**src/rtl/iram_pkg.sv**
```systemverilog
// Shared definitions for the programmable instruction RAM: controller states,
// the NOP encoding returned on blocked fetches, and a constant log2 helper.
package iram_pkg;

    typedef enum logic [1:0] {
        CLEAR = 2'd0,
        LOAD  = 2'd1,
        RUN   = 2'd2
    } state_t;

    // Instruction encoding driven on Q whenever a fetch is not allowed.
    localparam int NOP = 0;

    // Ceiling log2, usable in parameter expressions.
    function automatic int clog2(input int value);
        int r;
        r = 0;
        while ((1 << r) < value) begin
            r = r + 1;
        end
        return r;
    endfunction

endpackage

```
**src/rtl/iram_array.sv**
```systemverilog
// DEPTH x DATA_W storage with one write port and one asynchronous read port.
// Any fetch-side output register lives in the parent.
module iram_array #(
    parameter int DATA_W = 16,
    parameter int DEPTH  = 128,
    parameter int IW     = 7
) (
    input  logic              CLK,
    input  logic              i_we,
    input  logic [IW-1:0]     i_waddr,
    input  logic [DATA_W-1:0] i_wdata,
    input  logic [IW-1:0]     i_raddr,
    output logic [DATA_W-1:0] o_rdata
);

    logic [DATA_W-1:0] r_mem [DEPTH];

    // Single write port; the parent decides who owns it in each state.
    always_ff @(posedge CLK) begin
        if (i_we) begin
            r_mem[i_waddr] <= i_wdata;
        end
    end

    assign o_rdata = r_mem[i_raddr];

endmodule

```
**src/rtl/prog_iram.sv**
```systemverilog
// Programmable instruction RAM: zeroes itself after reset, accepts a program
// over a valid/ready load port, then serves byte-addressed fetches.
module prog_iram
    import iram_pkg::*;
#(
    parameter int DATA_W   = 16,
    parameter int DEPTH    = 128,
    parameter int ADDR_W   = 8,
    parameter int READ_REG = 0,
    localparam int IW      = clog2(DEPTH)
) (
    input  logic              CLK,
    input  logic              RESET,
    input  logic [ADDR_W-1:0] ADDR,
    output logic [DATA_W-1:0] Q,
    output logic              MISALIGN,
    output logic              OOR,
    input  logic              LD_VALID,
    output logic              LD_READY,
    input  logic [IW-1:0]     LD_ADDR,
    input  logic [DATA_W-1:0] LD_DATA,
    input  logic              LD_LAST,
    output logic              BUSY,
    output logic              PROG_OK,
    output logic [IW:0]       LD_CNT
);

    // Byte-offset bits within one instruction word.
    localparam int SH = clog2(DATA_W / 8);

    state_t            r_state;
    state_t            w_state_next;
    logic [IW-1:0]     r_clr_ptr;
    logic [IW:0]       r_ld_cnt;

    logic              w_we;
    logic [IW-1:0]     w_waddr;
    logic [DATA_W-1:0] w_wdata;
    logic [DATA_W-1:0] w_rdata;
    logic [DATA_W-1:0] w_q;
    logic              w_busy;
    logic              w_ld_ready;
    logic              w_prog_ok;

    // Word index carries one spare top bit so the range test below is valid
    // even when ADDR is exactly as wide as the word index.
    logic [ADDR_W:0]   w_wi;
    logic              w_mis;
    logic              w_oor;

    assign w_wi  = {1'b0, ADDR} >> SH;
    // DEPTH is a power of two, so WI >= DEPTH means any bit above the index is set.
    assign w_oor = |w_wi[ADDR_W:IW];

    generate
        if (SH > 0) begin : g_mis
            assign w_mis = |ADDR[SH-1:0];
        end else begin : g_no_mis
            assign w_mis = 1'b0;
        end
    endgenerate

    iram_array #(
        .DATA_W (DATA_W),
        .DEPTH  (DEPTH),
        .IW     (IW)
    ) u_array (
        .CLK     (CLK),
        .i_we    (w_we & ~RESET),
        .i_waddr (w_waddr),
        .i_wdata (w_wdata),
        .i_raddr (w_wi[IW-1:0]),
        .o_rdata (w_rdata)
    );

    // State register; reset always restarts the clear sweep.
    always_ff @(posedge CLK) begin
        if (RESET) begin
            r_state <= CLEAR;
        end else begin
            r_state <= w_state_next;
        end
    end

    // Next state, write-port ownership and status outputs.
    always_comb begin
        w_state_next = r_state;
        w_we         = 1'b0;
        w_waddr      = r_clr_ptr;
        w_wdata      = DATA_W'(NOP);
        w_busy       = 1'b0;
        w_ld_ready   = 1'b0;
        w_prog_ok    = 1'b0;
        case (r_state)
            CLEAR: begin
                w_busy  = 1'b1;
                w_we    = 1'b1;
                w_waddr = r_clr_ptr;
                if (r_clr_ptr == IW'(DEPTH - 1)) begin
                    w_state_next = LOAD;
                end
            end
            LOAD: begin
                w_ld_ready = 1'b1;
                w_we       = LD_VALID;
                w_waddr    = LD_ADDR;
                w_wdata    = LD_DATA;
                if (LD_VALID && LD_LAST) begin
                    w_state_next = RUN;
                end
            end
            RUN: begin
                w_prog_ok = 1'b1;
            end
            default: begin
                w_state_next = CLEAR;
            end
        endcase
    end

    // Clear sweep pointer and saturating count of accepted load beats.
    always_ff @(posedge CLK) begin
        if (RESET) begin
            r_clr_ptr <= '0;
            r_ld_cnt  <= '0;
        end else begin
            if (r_state == CLEAR) begin
                r_clr_ptr <= r_clr_ptr + IW'(1);
            end
            if ((r_state == LOAD) && LD_VALID && (r_ld_cnt != (IW + 1)'(DEPTH))) begin
                r_ld_cnt <= r_ld_cnt + (IW + 1)'(1);
            end
        end
    end

    // Fetches return real instructions only once the program is committed.
    assign w_q = ((r_state == RUN) && !w_oor && !w_mis) ? w_rdata : DATA_W'(NOP);

    generate
        if (READ_REG != 0) begin : g_read_reg
            logic [DATA_W-1:0] r_q;
            logic              r_mis;
            logic              r_oor;

            // One-cycle fetch pipeline; data and flags stay aligned.
            always_ff @(posedge CLK) begin
                if (RESET) begin
                    r_q   <= DATA_W'(NOP);
                    r_mis <= 1'b0;
                    r_oor <= 1'b0;
                end else begin
                    r_q   <= w_q;
                    r_mis <= w_mis;
                    r_oor <= w_oor;
                end
            end

            assign Q        = r_q;
            assign MISALIGN = r_mis;
            assign OOR      = r_oor;
        end else begin : g_read_comb
            assign Q        = w_q;
            assign MISALIGN = w_mis;
            assign OOR      = w_oor;
        end
    endgenerate

    assign BUSY     = w_busy;
    assign LD_READY = w_ld_ready;
    assign PROG_OK  = w_prog_ok;
    assign LD_CNT   = r_ld_cnt;

endmodule
```
**config.mk**
```make
export PLATFORM = sky130hd
export DESIGN_NAME = prog_iram
export DESIGN_NICKNAME = d
export VERILOG_FILES = /design/src/rtl/iram_pkg.sv /design/src/rtl/iram_array.sv /design/src/rtl/prog_iram.sv
export SDC_FILE = /design/constraint.sdc
export NUM_CORES = 2
export LEC_CHECK = 0
export BUFFER_PORTS_ARGS = -buffer_cell sky130_fd_sc_hd__buf_2
export CELL_PAD_IN_SITES_DETAIL_PLACEMENT = 1
export CELL_PAD_IN_SITES_GLOBAL_PLACEMENT = 1
export CORE_UTILIZATION = 45
export DETAILED_ROUTE_END_ITERATION = 16
export GPL_TIMING_DRIVEN = 0
export PLACE_DENSITY = 0.7
export SYNTH_ARGS = -nofsm -noshare
export SYNTH_HDL_FRONTEND = slang
export SYNTH_SLANG_ARGS = --single-unit
```
**constraint.sdc**
```tcl
create_clock -name CLK -period 4.1 [get_ports CLK]
set_clock_uncertainty 0.15 [all_clocks]
set_input_delay 0.205 -clock CLK [delete_from_list [all_inputs] [get_ports CLK]]
set_output_delay 0.205 -clock CLK [all_outputs]
set_load 0.03 [all_outputs]
```
==> reports/qor.yml <==
cells_and_area:
  finalNetCount: 4235
  drive_above_1_share_pct: 33.4
  final_core_util_pct: 54.5
  final_cell_count_no_fill: 6719
  area_growth_pct: 20.2
  fill_cells: 15100
placed_design:
  io_buffers: 60
  place_hpwl_microns: 194000
  place_inst: 6285
  globalplace.congestion: 0.998
synthesis:
  synth.avg_cell_area_sq_um: 21.4
  yosysSeqAreaShare_pct: 77.4
  synth_cell_types: 68
  yosys_most_used_dff: "edfxtp_1"
  synth_xor_area_share_pct: 0.131
  synth_compound_area_share_pct: 2.31
  synth_nets: 3778
  synth_top_family_by_area: "multiplexers"
  synth-simple-area-share_pct: 2.87
  synth_mux_area_share_pct: 15.8
  synth_seq_cells: 2065
  ys.warnings.count: 0
  synth_edf_count: 2048
  async_flop_share_pct: 0
  syn_inst: 3740
  netlist_area_sq_um: 79900
  synthAdderAreaFrac_pct: 0.0470
pwr:
  power_density_nw_per_um2: 456
  ir_drop_v: 0.000352
  leakage_nw: 33.8
  pwr-share-seq_pct: 52.2
  p_switching_mw: 9.72
  swShare_pct: 22.2
  p_int_mw: 34.1
  comb_power_share_pct: 4.3
  p_clk_share_pct: 43.5
job:
  drv_cap: 0
global_route:
  grt_pass1_wl_microns: 391000
  first_global_vias: 44900
  grt_max_degree: 89
  antenna_found_initial: 16
  grt.total_usage_pct: 32.6
  grt_remaining_overflow: 0
drt:
  viasPerCell: 6.78
  drtPass1Iterations: 12
  drc_errors: 4
  routed-via-count: 45500
  first_iter_violations: 7931
  drt-total-wl_microns: 293000
  avgRoutedWirePerCell_microns: 43.7
  ant_nets: 0
timing:
  finalMaxSlewViolations: 0
  post-route-min-period_ns: 4.48
  finalSetupTns_ns: -151.49
  fin_crit_sh_pct: 109
  relSlewSlack_pct: 3.61
  final_hold_viol_count: 0
  finalSetupViolCount: 1177
  worst_slew_pin_slew_ns: 1.43
  rsz0062_at_grt: "yes"
  setup_ws_ns: -0.375
  max_freq_ghz: 0.223
worst_setup_path:
  crit_path_cell_trace: "nor2b_1 > clkbuf_1 > clkbuf_1 > o21ai_0 > nand2_2 > nor2_4 > buf_8"
  worstSetupStartpointType: "register"
  r2r-end: "u_array.r_mem[58][5]"
  r2r-start: "r_state[0]"
  worst-setup-path-type: "register to register"
  endpoint_kind: "register"
  path_max_fanout: 10
  critical_path.slowest_cell: "o21ai_0"
  slowest_delay_ns: 1.15
  reg2reg_slack_ns: -0.38
  arrival_ns: 4.88
  ff2ff_path_depth: 7
  required_ns: 4.51
  crit_path_frequent_cell: "clkbuf_1"
cts:
  clockBufferDepth: 3
  cts_tree: "yes"
  numCtsBuffers: 202
  clock_latency_ns: 0.88
  cts.htree.levels: 4
  cts.sinks: 2065
  path_clk_slew_ns: 0.07
  clockRootBuffer: "clkbuf_16"
floorplanning:
  die_y_microns: 423
  die-area_sq_um: 179000
  die_x_microns: 423
  ios: 64
  rows: 154
  core_sq_um: 176000
  start_util_pct: 45.3
min_path:
  min_path_type: "input pin to register"
  min_to: "LD_CNT[3]"
  hold_depth: 3
  hp-start: "RESET"
outcome:
  outcome: "finished, violations left"
  violations: "design-rule violations, negative setup slack"
-- synth_stat cells, types with 5 or more instances --
cell type	instances	share of area (%)
clkbuf_1	56	0.26
mux2i_1	252	3.2
buf_4	26	0.24
nor2b_1	21	0.16
xor2_1	6	0.066
o22ai_1	104	0.81
and2_1	20	0.16
a2111oi_0	7	0.077
o21ai_0	25	0.16
a221oi_1	9	0.099
mux4_2	432	12
o211ai_1	10	0.094
o221ai_1	5	0.055
a32oi_1	5	0.055
nand2_1	81	0.38
a211oi_1	24	0.23
nor4_1	23	0.18
nor2_1	191	0.90
or4_1	8	0.075
nand4_1	18	0.14
buf_1	15	0.070
and3_1	5	0.039
nand3_1	33	0.21
mux2_2	22	0.31
edfxtp_1	2048	77
a22o_1	11	0.12
dfxtp_1	17	0.43
nor3_1	27	0.17
a21oi_1	13	0.081
nand2b_1	11	0.086
buf_6	28	0.39
a22oi_1	30	0.28
or3_1	5	0.039
buf_2	72	0.45
mux2_1	5	0.070
nand3b_1	7	0.066
inv_1	8	0.038
xnor2_1	6	0.066
-- cell usage in the layout, fill, tap and decap left out, drive strengths merged, types with 17 or more instances in the layout --
cell | netlist | layout
nor4 | 23 | 23
nand2 | 81 | 81
bufinv | 0 | 22
buf | 143 | 379
clkinv | 0 | 109
nor2 | 191 | 191
mux2i | 252 | 252
o22ai | 104 | 104
a22oi | 31 | 31
dfxtp | 17 | 17
clkbuf | 56 | 292
nor3 | 27 | 27
nand3 | 33 | 33
mux4 | 434 | 434
and2 | 20 | 20
a211oi | 24 | 24
dlygate4sd3 | 0 | 22
edfxtp | 2048 | 2048
nand4 | 18 | 18
o21ai | 27 | 27
mux2 | 27 | 27
nor2b | 21 | 21
-- cells by family (layout without fill, tap and decap cells) --
logic type,Yosys count,in the layout
simple gates,471,471
buf+inv,208,842
mux,713,713
compound gates,267,267
flops,2065,2065
fa+ha+maj,3,3
xor+xnor,12,12
other cells,1,6
-- critical path: cells and delay by family (launching register included) --
| family | cells | cell delay (ns) |
|---|---|---|
| compound gates | 1 | 1.15 |
| simple gates | 3 | 1.52 |
| flops | 1 | 0.42 |
| buf+inv | 3 | 0.87 |
-- area by class of cell --
class / instances / area, sq um / area share (%)
clock inverter: 139 / 1510 / 1.57
multi-input combinational: 1467 / 18700 / 19.4
antenna: 5 / 12.5 / 0.0130
tap: 2340 / 2930 / 3.05
clock buffer: 242 / 5240 / 5.45
inverter: 9 / 33.8 / 0.0351
timing repair buffer: 258 / 3480 / 3.63
buffer: 194 / 2390 / 2.49
sequential: 2065 / 61800 / 64.3
-- how the worst max path moves through the flow --
stage	from	to	slack, ns
finish	r_state[0]	u_array.r_mem[58][5]	-0.38
global route	r_state[0]	u_array.r_mem[58][5]	-0.35
CTS	r_state[0]	u_array.r_mem[58][5]	-0.17
detailed placement	ADDR[2]	Q[8]	-2.71
global placement	r_state[0]	u_array.r_mem[89][11]	-3.00
floorplan	r_state[0]	u_array.r_mem[0][0]	0.51
-- state kept, by name, indices dropped and copies added, names as in the netlist --
register,flops
LD_CNT,8
r_clr_ptr,7
r_state,2
u_array.r_mem,2048
-- power groups by stage --
| stage | sequential (mW) | combinational (mW) | clock (mW) |
|---|---|---|---|
| 3_5_place_dp | 23.3 | 1.57 | 0 |
| 6_report | 22.9 | 1.88 | 19.1 |
| 5_1_grt | 22.9 | 1.87 | 19.7 |
| 2_1_floorplan | 23.3 | 0.820 | 0 |
| 4_1_cts | 22.9 | 1.81 | 19.0 |
| 3_3_place_gp | 23.3 | 1.53 | 0 |
-- layer usage --
metal | wire length, microns | track usage [%] | share of wire (%) | vias up
met3 | 38500 | 10.0 | 13 | 896
met1 | 102000 | 42.0 | 35 | 24000
met2 | 129000 | 47.9 | 44 | 3925
li1 | - | - | - | 16700
met4 | 23400 | 21.8 | 8.0 | 10
met5 | 161 | 0.457 | 0.055 | -
-- per-stage QoR --
stage	setup slack, ns	hold slack, ns	area [sq um]	total power, mW
after floorplan	0.511	0.212	80000	24.2
after global placement	-3.00	0.338	83200	24.9
after detailed placement	-2.71	0.356	86200	24.9
after CTS	-0.175	0.0893	95900	43.7
after global routing	-0.352	0.140	96100	44.5
final	-0.375	0.116	96100	43.8
-- repair_timing --
| action | 4_1_cts | 5_1_grt |
|---|---|---|
| resized for setup | 613 | 35 |
| setup buffers | 28 | 3 |
| hold buffers | 22 | 0 |
| endpoints found under the hold margin | 911 | 0 |
| pin swaps | 36 | 1 |
| endpoints found under the setup margin | 2103 | 1650 |
Power figures use the tool's default switching activity.
